<file path="config.mk">
export PLATFORM = sky130hd
export DESIGN_NAME = mem_wr_axi_d
export DESIGN_NICKNAME = d
export VERILOG_FILES = /design/src/rtl/mem_wr_axi_d.sv
export SDC_FILE = /design/constraint.sdc
export NUM_CORES = 1
export LEC_CHECK = 0
export CAP_MARGIN = 20
export CORE_AREA = 2 2 249 251
export CTS_CLUSTER_SIZE = 24
export DETAILED_ROUTE_END_ITERATION = 8
export DIE_AREA = 0 0 251 253
export PLACE_DENSITY = 0.76
export SLEW_MARGIN = 15
export SYNTH_ARGS = -nofsm -noshare
export SYNTH_HDL_FRONTEND = slang
export SYNTH_SLANG_ARGS = --single-unit
</file>
<file path="constraint.sdc">
create_clock -name clk -period 2.8 [get_ports clk]
set_input_delay 0.42 -clock clk [delete_from_list [all_inputs] [get_ports clk]]
set_output_delay 0.42 -clock clk [all_outputs]
set_load 0.005 [all_outputs]
</file>
<file path="src/rtl/mem_wr_axi_d.sv">
`default_nettype none
// ============================================================================
// Module      : mem_wr_axi_d
// Description : D-cache write-back engine. Issues one victim line (INCR burst)
//               or one uncached store as an AXI write, one transaction at a time.
//               Optional build macro WB_EARLY_W_EN overlaps AW and W phases.
// Revision    : 1.0 - initial release
// ============================================================================
module mem_wr_axi_d #(
    parameter int LINE_WORDS = 16,
    parameter int ADDR_WIDTH = 32
) (
    input  logic                     clk,
    input  logic                     rstn,
    input  logic                     wr_req,
    input  logic [ADDR_WIDTH-1:0]    wr_addr,
    input  logic [32*LINE_WORDS-1:0] wr_line,
    input  logic                     wr_uncache,
    input  logic [3:0]               wr_type,
    output logic                     wr_rdy,
    output logic                     wr_done,
    output logic [ADDR_WIDTH-1:0]    awaddr,
    output logic [7:0]               awlen,
    output logic [2:0]               awsize,
    output logic [1:0]               awburst,
    output logic                     awvalid,
    input  logic                     awready,
    output logic [31:0]              wdata,
    output logic [3:0]               wstrb,
    output logic                     wlast,
    output logic                     wvalid,
    input  logic                     wready,
    input  logic [1:0]               bresp,
    input  logic                     bvalid,
    output logic                     bready
);

    localparam int CNT_W = (LINE_WORDS > 1) ? $clog2(LINE_WORDS) : 1;
    localparam logic [CNT_W-1:0] c_last_beat = CNT_W'(LINE_WORDS - 1);
    localparam logic [7:0]       c_awlen     = 8'(LINE_WORDS - 1);

    localparam logic [1:0] S_IDLE = 2'd0;
`ifdef WB_EARLY_W_EN
    localparam logic [1:0] S_AW_W = 2'd1;
`else
    localparam logic [1:0] S_AW   = 2'd1;
    localparam logic [1:0] S_W    = 2'd2;
`endif
    localparam logic [1:0] S_B    = 2'd3;

    logic [1:0]               r_state;
    logic [CNT_W-1:0]         r_cnt;
    logic [32*LINE_WORDS-1:0] r_line;
    logic [ADDR_WIDTH-1:0]    r_awaddr;
    logic [7:0]               r_awlen;
    logic [2:0]               r_awsize;
    logic                     r_awvalid;
    logic [31:0]              r_wdata;
    logic [3:0]               r_wstrb;
    logic                     r_wlast;
    logic                     r_wvalid;
    logic                     r_bready;
    logic                     r_done;
`ifdef WB_EARLY_W_EN
    logic                     r_aw_done;
    logic                     r_w_done;
    logic                     w_aw_ok;
    logic                     w_w_ok;
`endif

    logic [31:0]      w_words [LINE_WORDS];
    logic [CNT_W-1:0] w_next_cnt;
    logic             w_beat;
    logic [31:0]      w_udata;
    logic [3:0]       w_ustrb;
    logic [2:0]       w_usize;
    logic             w_unused_bresp;

    generate
        for (genvar g = 0; g < LINE_WORDS; g++) begin : g_words
            assign w_words[g] = r_line[32*g +: 32];
        end
    endgenerate

    assign w_next_cnt     = r_cnt + 1'b1;
    assign w_beat         = r_wvalid & wready;
    // Uncached stores arrive unshifted; lane placement follows the low address bits.
    assign w_udata        = wr_line[31:0] << {wr_addr[1:0], 3'b000};
    assign w_ustrb        = wr_type << wr_addr[1:0];
    assign w_usize        = (wr_type == 4'b0001) ? 3'd0 :
                            (wr_type == 4'b0011) ? 3'd1 : 3'd2;
    assign w_unused_bresp = ^bresp;

`ifdef WB_EARLY_W_EN
    assign w_aw_ok = r_aw_done | (r_awvalid & awready);
    assign w_w_ok  = r_w_done  | (w_beat & r_wlast);
`endif

    always_ff @(posedge clk or negedge rstn) begin
        if (!rstn) begin
            r_state   <= S_IDLE;
            r_cnt     <= '0;
            r_line    <= '0;
            r_awaddr  <= '0;
            r_awlen   <= '0;
            r_awsize  <= '0;
            r_awvalid <= 1'b0;
            r_wdata   <= '0;
            r_wstrb   <= '0;
            r_wlast   <= 1'b0;
            r_wvalid  <= 1'b0;
            r_bready  <= 1'b0;
            r_done    <= 1'b0;
`ifdef WB_EARLY_W_EN
            r_aw_done <= 1'b0;
            r_w_done  <= 1'b0;
`endif
        end else begin
            r_done <= 1'b0;
            case (r_state)
                S_IDLE: begin
                    if (wr_req) begin
                        r_line    <= wr_line;
                        r_cnt     <= '0;
                        r_awaddr  <= wr_uncache ? wr_addr : {wr_addr[ADDR_WIDTH-1:6], 6'b0};
                        r_awlen   <= wr_uncache ? 8'd0 : c_awlen;
                        r_awsize  <= wr_uncache ? w_usize : 3'b010;
                        r_wdata   <= wr_uncache ? w_udata : wr_line[31:0];
                        r_wstrb   <= wr_uncache ? w_ustrb : 4'hF;
                        r_wlast   <= wr_uncache | (c_last_beat == '0);
                        r_awvalid <= 1'b1;
`ifdef WB_EARLY_W_EN
                        r_wvalid  <= 1'b1;
                        r_aw_done <= 1'b0;
                        r_w_done  <= 1'b0;
                        r_state   <= S_AW_W;
`else
                        r_state   <= S_AW;
`endif
                    end
                end
`ifdef WB_EARLY_W_EN
                S_AW_W: begin
                    if (r_awvalid && awready) begin
                        r_awvalid <= 1'b0;
                        r_aw_done <= 1'b1;
                    end
                    if (w_beat && r_wlast) begin
                        r_wvalid <= 1'b0;
                        r_w_done <= 1'b1;
                    end
                    // Both halves may finish in the same cycle.
                    if (w_aw_ok && w_w_ok) begin
                        r_bready  <= 1'b1;
                        r_cnt     <= '0;
                        r_aw_done <= 1'b0;
                        r_w_done  <= 1'b0;
                        r_state   <= S_B;
                    end
                end
`else
                S_AW: begin
                    if (awready) begin
                        r_awvalid <= 1'b0;
                        r_wvalid  <= 1'b1;
                        r_state   <= S_W;
                    end
                end
                S_W: begin
                    if (w_beat && r_wlast) begin
                        r_wvalid <= 1'b0;
                        r_bready <= 1'b1;
                        r_cnt    <= '0;
                        r_state  <= S_B;
                    end
                end
`endif
                S_B: begin
                    if (bvalid) begin
                        r_bready <= 1'b0;
                        r_done   <= 1'b1;
                        r_state  <= S_IDLE;
                    end
                end
                default: r_state <= S_IDLE;
            endcase

            // Preload the next beat so W outputs stay registered.
            if (w_beat && !r_wlast) begin
                r_cnt   <= w_next_cnt;
                r_wdata <= w_words[w_next_cnt];
                r_wlast <= (w_next_cnt == c_last_beat);
            end
        end
    end

    assign wr_rdy  = (r_state == S_IDLE);
    assign wr_done = r_done;
    assign awaddr  = r_awaddr;
    assign awlen   = r_awlen;
    assign awsize  = r_awsize;
    assign awburst = 2'b01;
    assign awvalid = r_awvalid;
    assign wdata   = r_wdata;
    assign wstrb   = r_wstrb;
    assign wlast   = r_wlast;
    assign wvalid  = r_wvalid;
    assign bready  = r_bready;

endmodule
`default_nettype wire

</file>
==> results <==
[flip-flops by register name, summed over array words and instances, names as in the netlist, 2 cells and up]
signal   cells
r_state      2
wdata       32
r_line     512
awaddr      32
wstrb        4
r_cnt        4
awsize       2
[area by class of cell]
class	instances	share of cell area, %
repair buffers	730	20.1
clock inverters	31	1.16
multi-input cells	2139	30.6
well taps	790	2.67
diodes	13	0.0879
flip-flops and latches	594	40.2
clock buffers	86	5.05
inverters	14	0.142
[metal layers]
layer / global-route usage (%) / share of wire, % / wire length [µm] / up-vias
met2: 48.5 / 49 / 45600 / 908
met4: 13.7 / 4.8 / 4440 / 4
met5: 0 / 0.022 / 20 / -
li1: - / - / - / 10800
met1: 36.8 / 40 / 36700 / 11600
met3: 5.77 / 6.6 / 6110 / 202
[critical path: stages (launching register included)]
cell and delay [ps]:
dfrtp_2 410, ha_1 270, xor2_4 270, buf_12 240, buf_4 190, mux4_2 530, a22oi_1 390, and3_1 210
a31oi_1 40
[final timing paths]
check                        startpoint          end  slack, ps  depth (start not counted)
max reg2reg                    r_cnt[0]    wdata[24]         70                          8
max in group asynchronous          rstn     wdata[2]       1490                          4
min in group clk           wr_line[271]  r_line[271]        340                          3
max                            r_cnt[0]    wdata[24]         70                          8
min reg2reg                 r_line[132]  r_line[132]        470                          2
min                                rstn    awaddr[0]        330                          2
[cells by family (layout without fill, tap and decap cells)]
kind of cell | count (synthesis) | in the layout | synth area share (%)
DFF | 594 | 594 | 54.9
xor gates and xnor gates | 3 | 3 | 0.0971
buffers and inverters | 220 | 861 | 3.52
adders and majority gates | 7 | 7 | 0.324
and+or+nand+nor | 1763 | 1763 | 24.9
muxes | 139 | 139 | 10.3
other | 2 | 20 | 0.0277
AOI/OAI and AO/OA | 220 | 220 | 5.88
[metrics by stage]
stage	std cells	util (%)	hold slack [ps]	cell area, µm²	setup slack (ps)
floorplan	2953	-	124	27100	210
global placement	4264	56.8	352	34600	111
detailed placement	4264	56.8	355	34600	90.4
CTS	4382	60.5	292	37000	68.5
global route	4395	60.7	322	37000	5.13
finish	4397	60.7	325	37000	71.6
[power groups by stage]
| stage | Sequential [mW] | Clock, mW | Combinational (mW) |
|---|---|---|---|
| after global placement | 15.0 | 0 | 16.4 |
| after global routing | 15.5 | 9.70 | 18.5 |
| final | 15.1 | 9.18 | 16.8 |
| after floorplan | 14.3 | 0 | 10.7 |
| after CTS | 15.0 | 9.34 | 16.9 |
| after detailed placement | 15.1 | 0 | 16.8 |
[repair_timing]
action,4_1_cts,5_1_grt
hold endpoints to repair,25,0
setup buffers,0,1
setup endpoints to repair,0,7
hold buffers,1,0
resized for setup,0,1
[cells in the final DEF, fill, tap and decap left out, types with 15 or more instances in the layout]
cell type,instances
nand2_1,1689
clkdlybuf4s50_1,632
dfrtp_1,593
mux4_2,112
clkbuf_16,68
buf_4,65
buf_12,28
a22oi_1,27
mux2i_1,26
o211ai_1,26
o21ai_0,25
a221oi_1,24
nand3_1,23
a22o_1,17
o21ai_1,17
a31oi_1,17
o221ai_1,15
==> results.json <==
{
  "die_h_um": 253,
  "drc": 0,
  "initial_core_util_pct": 44.4,
  "ys_top_cells_by_area": "dfrtp_1, nand2_1, mux4_2, clkbuf_1, mux2i_1",
  "fp.dieW_um": 251,
  "setup_tns_ps": 0,
  "power.sequential.fraction_pct": 36.8,
  "finalPower_mw": 41.1,
  "yosysWarnings": 0,
  "worst-setup-path-type": "reg -> reg",
  "yosys_most_used_dff": "dfrtp_1",
  "numPortBuffers": 634,
  "nFillCells": 5088,
  "syn_area_per_cell_um2": 9.18,
  "layout.nets": 4109,
  "synth-seq-cells": 594,
  "yosys-top-cells-count": "nand2_1, dfrtp_1, clkbuf_1, mux4_2, a22oi_1",
  "core_um2": 61000,
  "dieArea_um2": 63500,
  "p_int_mw": 26.2,
  "final_layout_size_suffix_gt1_share_pct": 9.24,
  "cap_viol_max_count": 0,
  "switchingPower_mw": 14.9,
  "status": "finished clean",
  "synth.distinct_cells": 47,
  "antenna_left": 0,
  "fin_crit_sh_pct": 97.4,
  "vias": 23500,
  "grt_pass1_vias": 23500,
  "clock_sinks": 594,
  "switching_share_pct": 36.4,
  "antenna_found_initial": 16,
  "finalCriticalPeriod_ps": 2730,
  "multi_input_area_um2": 11300,
  "wl_per_cell_um": 21.1,
  "gp_congestion": 0.919,
  "comb_power_share_pct": 40.9,
  "synth_seq_area_share_pct": 54.9,
  "routed_wl_um": 92900,
  "grt_pass1_wl_um": 140000,
  "rsz0062_at_grt": "false",
  "grt_max_degree": 146,
  "relSlewSlack_pct": 53.2,
  "crit_fanout": 21,
  "netlist_area_um2": 27100,
  "syn2layout_area_growth_pct": 36.7,
  "leakagePower_nw": 17.8,
  "endpoint_kind": "flop",
  "worstSetupStartpointType": "flop",
  "drt-initial-drc-count": 1937,
  "numCtsBuffers": 66,
  "cts_htree_levels": 3,
  "yosysTopAreaCellShare_pct": 54.9,
  "vdd_drop_max_mv": 0.496,
  "synth.most_common_cell": "nand2_1",
  "clkLatencyLatePin_ps": 600,
  "netlist_instances": 2948,
  "dp_hpwl_um": 68100,
  "worstMarginPinSlew_ps": 701,
  "seq_area_um2": 14900,
  "finalSetupViolCount": 0,
  "rows": 91,
  "overflow": 0,
  "fmaxAchievable_mhz": 367,
  "slew_violations": 0,
  "cts_tree": "yes",
  "required_ps": 3240,
  "synth_edf_count": 0,
  "fin_skew_ps": 25.9,
  "firstDrtPassIters": 8,
  "track_usage_pct": 29.1,
  "vias_per_cell": 5.33,
  "pin_count": 644,
  "hold_class": "in -> async",
  "async_flop_share_pct": 100,
  "powerDensity_nw_per_um2": 1110,
  "clockBufferDepth": 3,
  "timing_hold_violations_final": 0,
  "clkPwrFrac_pct": 22.3,
  "cts-root-buf": "clkbuf_16",
  "cp.arrival_ps": 3160,
  "synth_area_leader_cell": "dfrtp_1",
  "clk_pin_slew_ps": 60
}
Note: power is estimated with default switching activity, not from simulation.
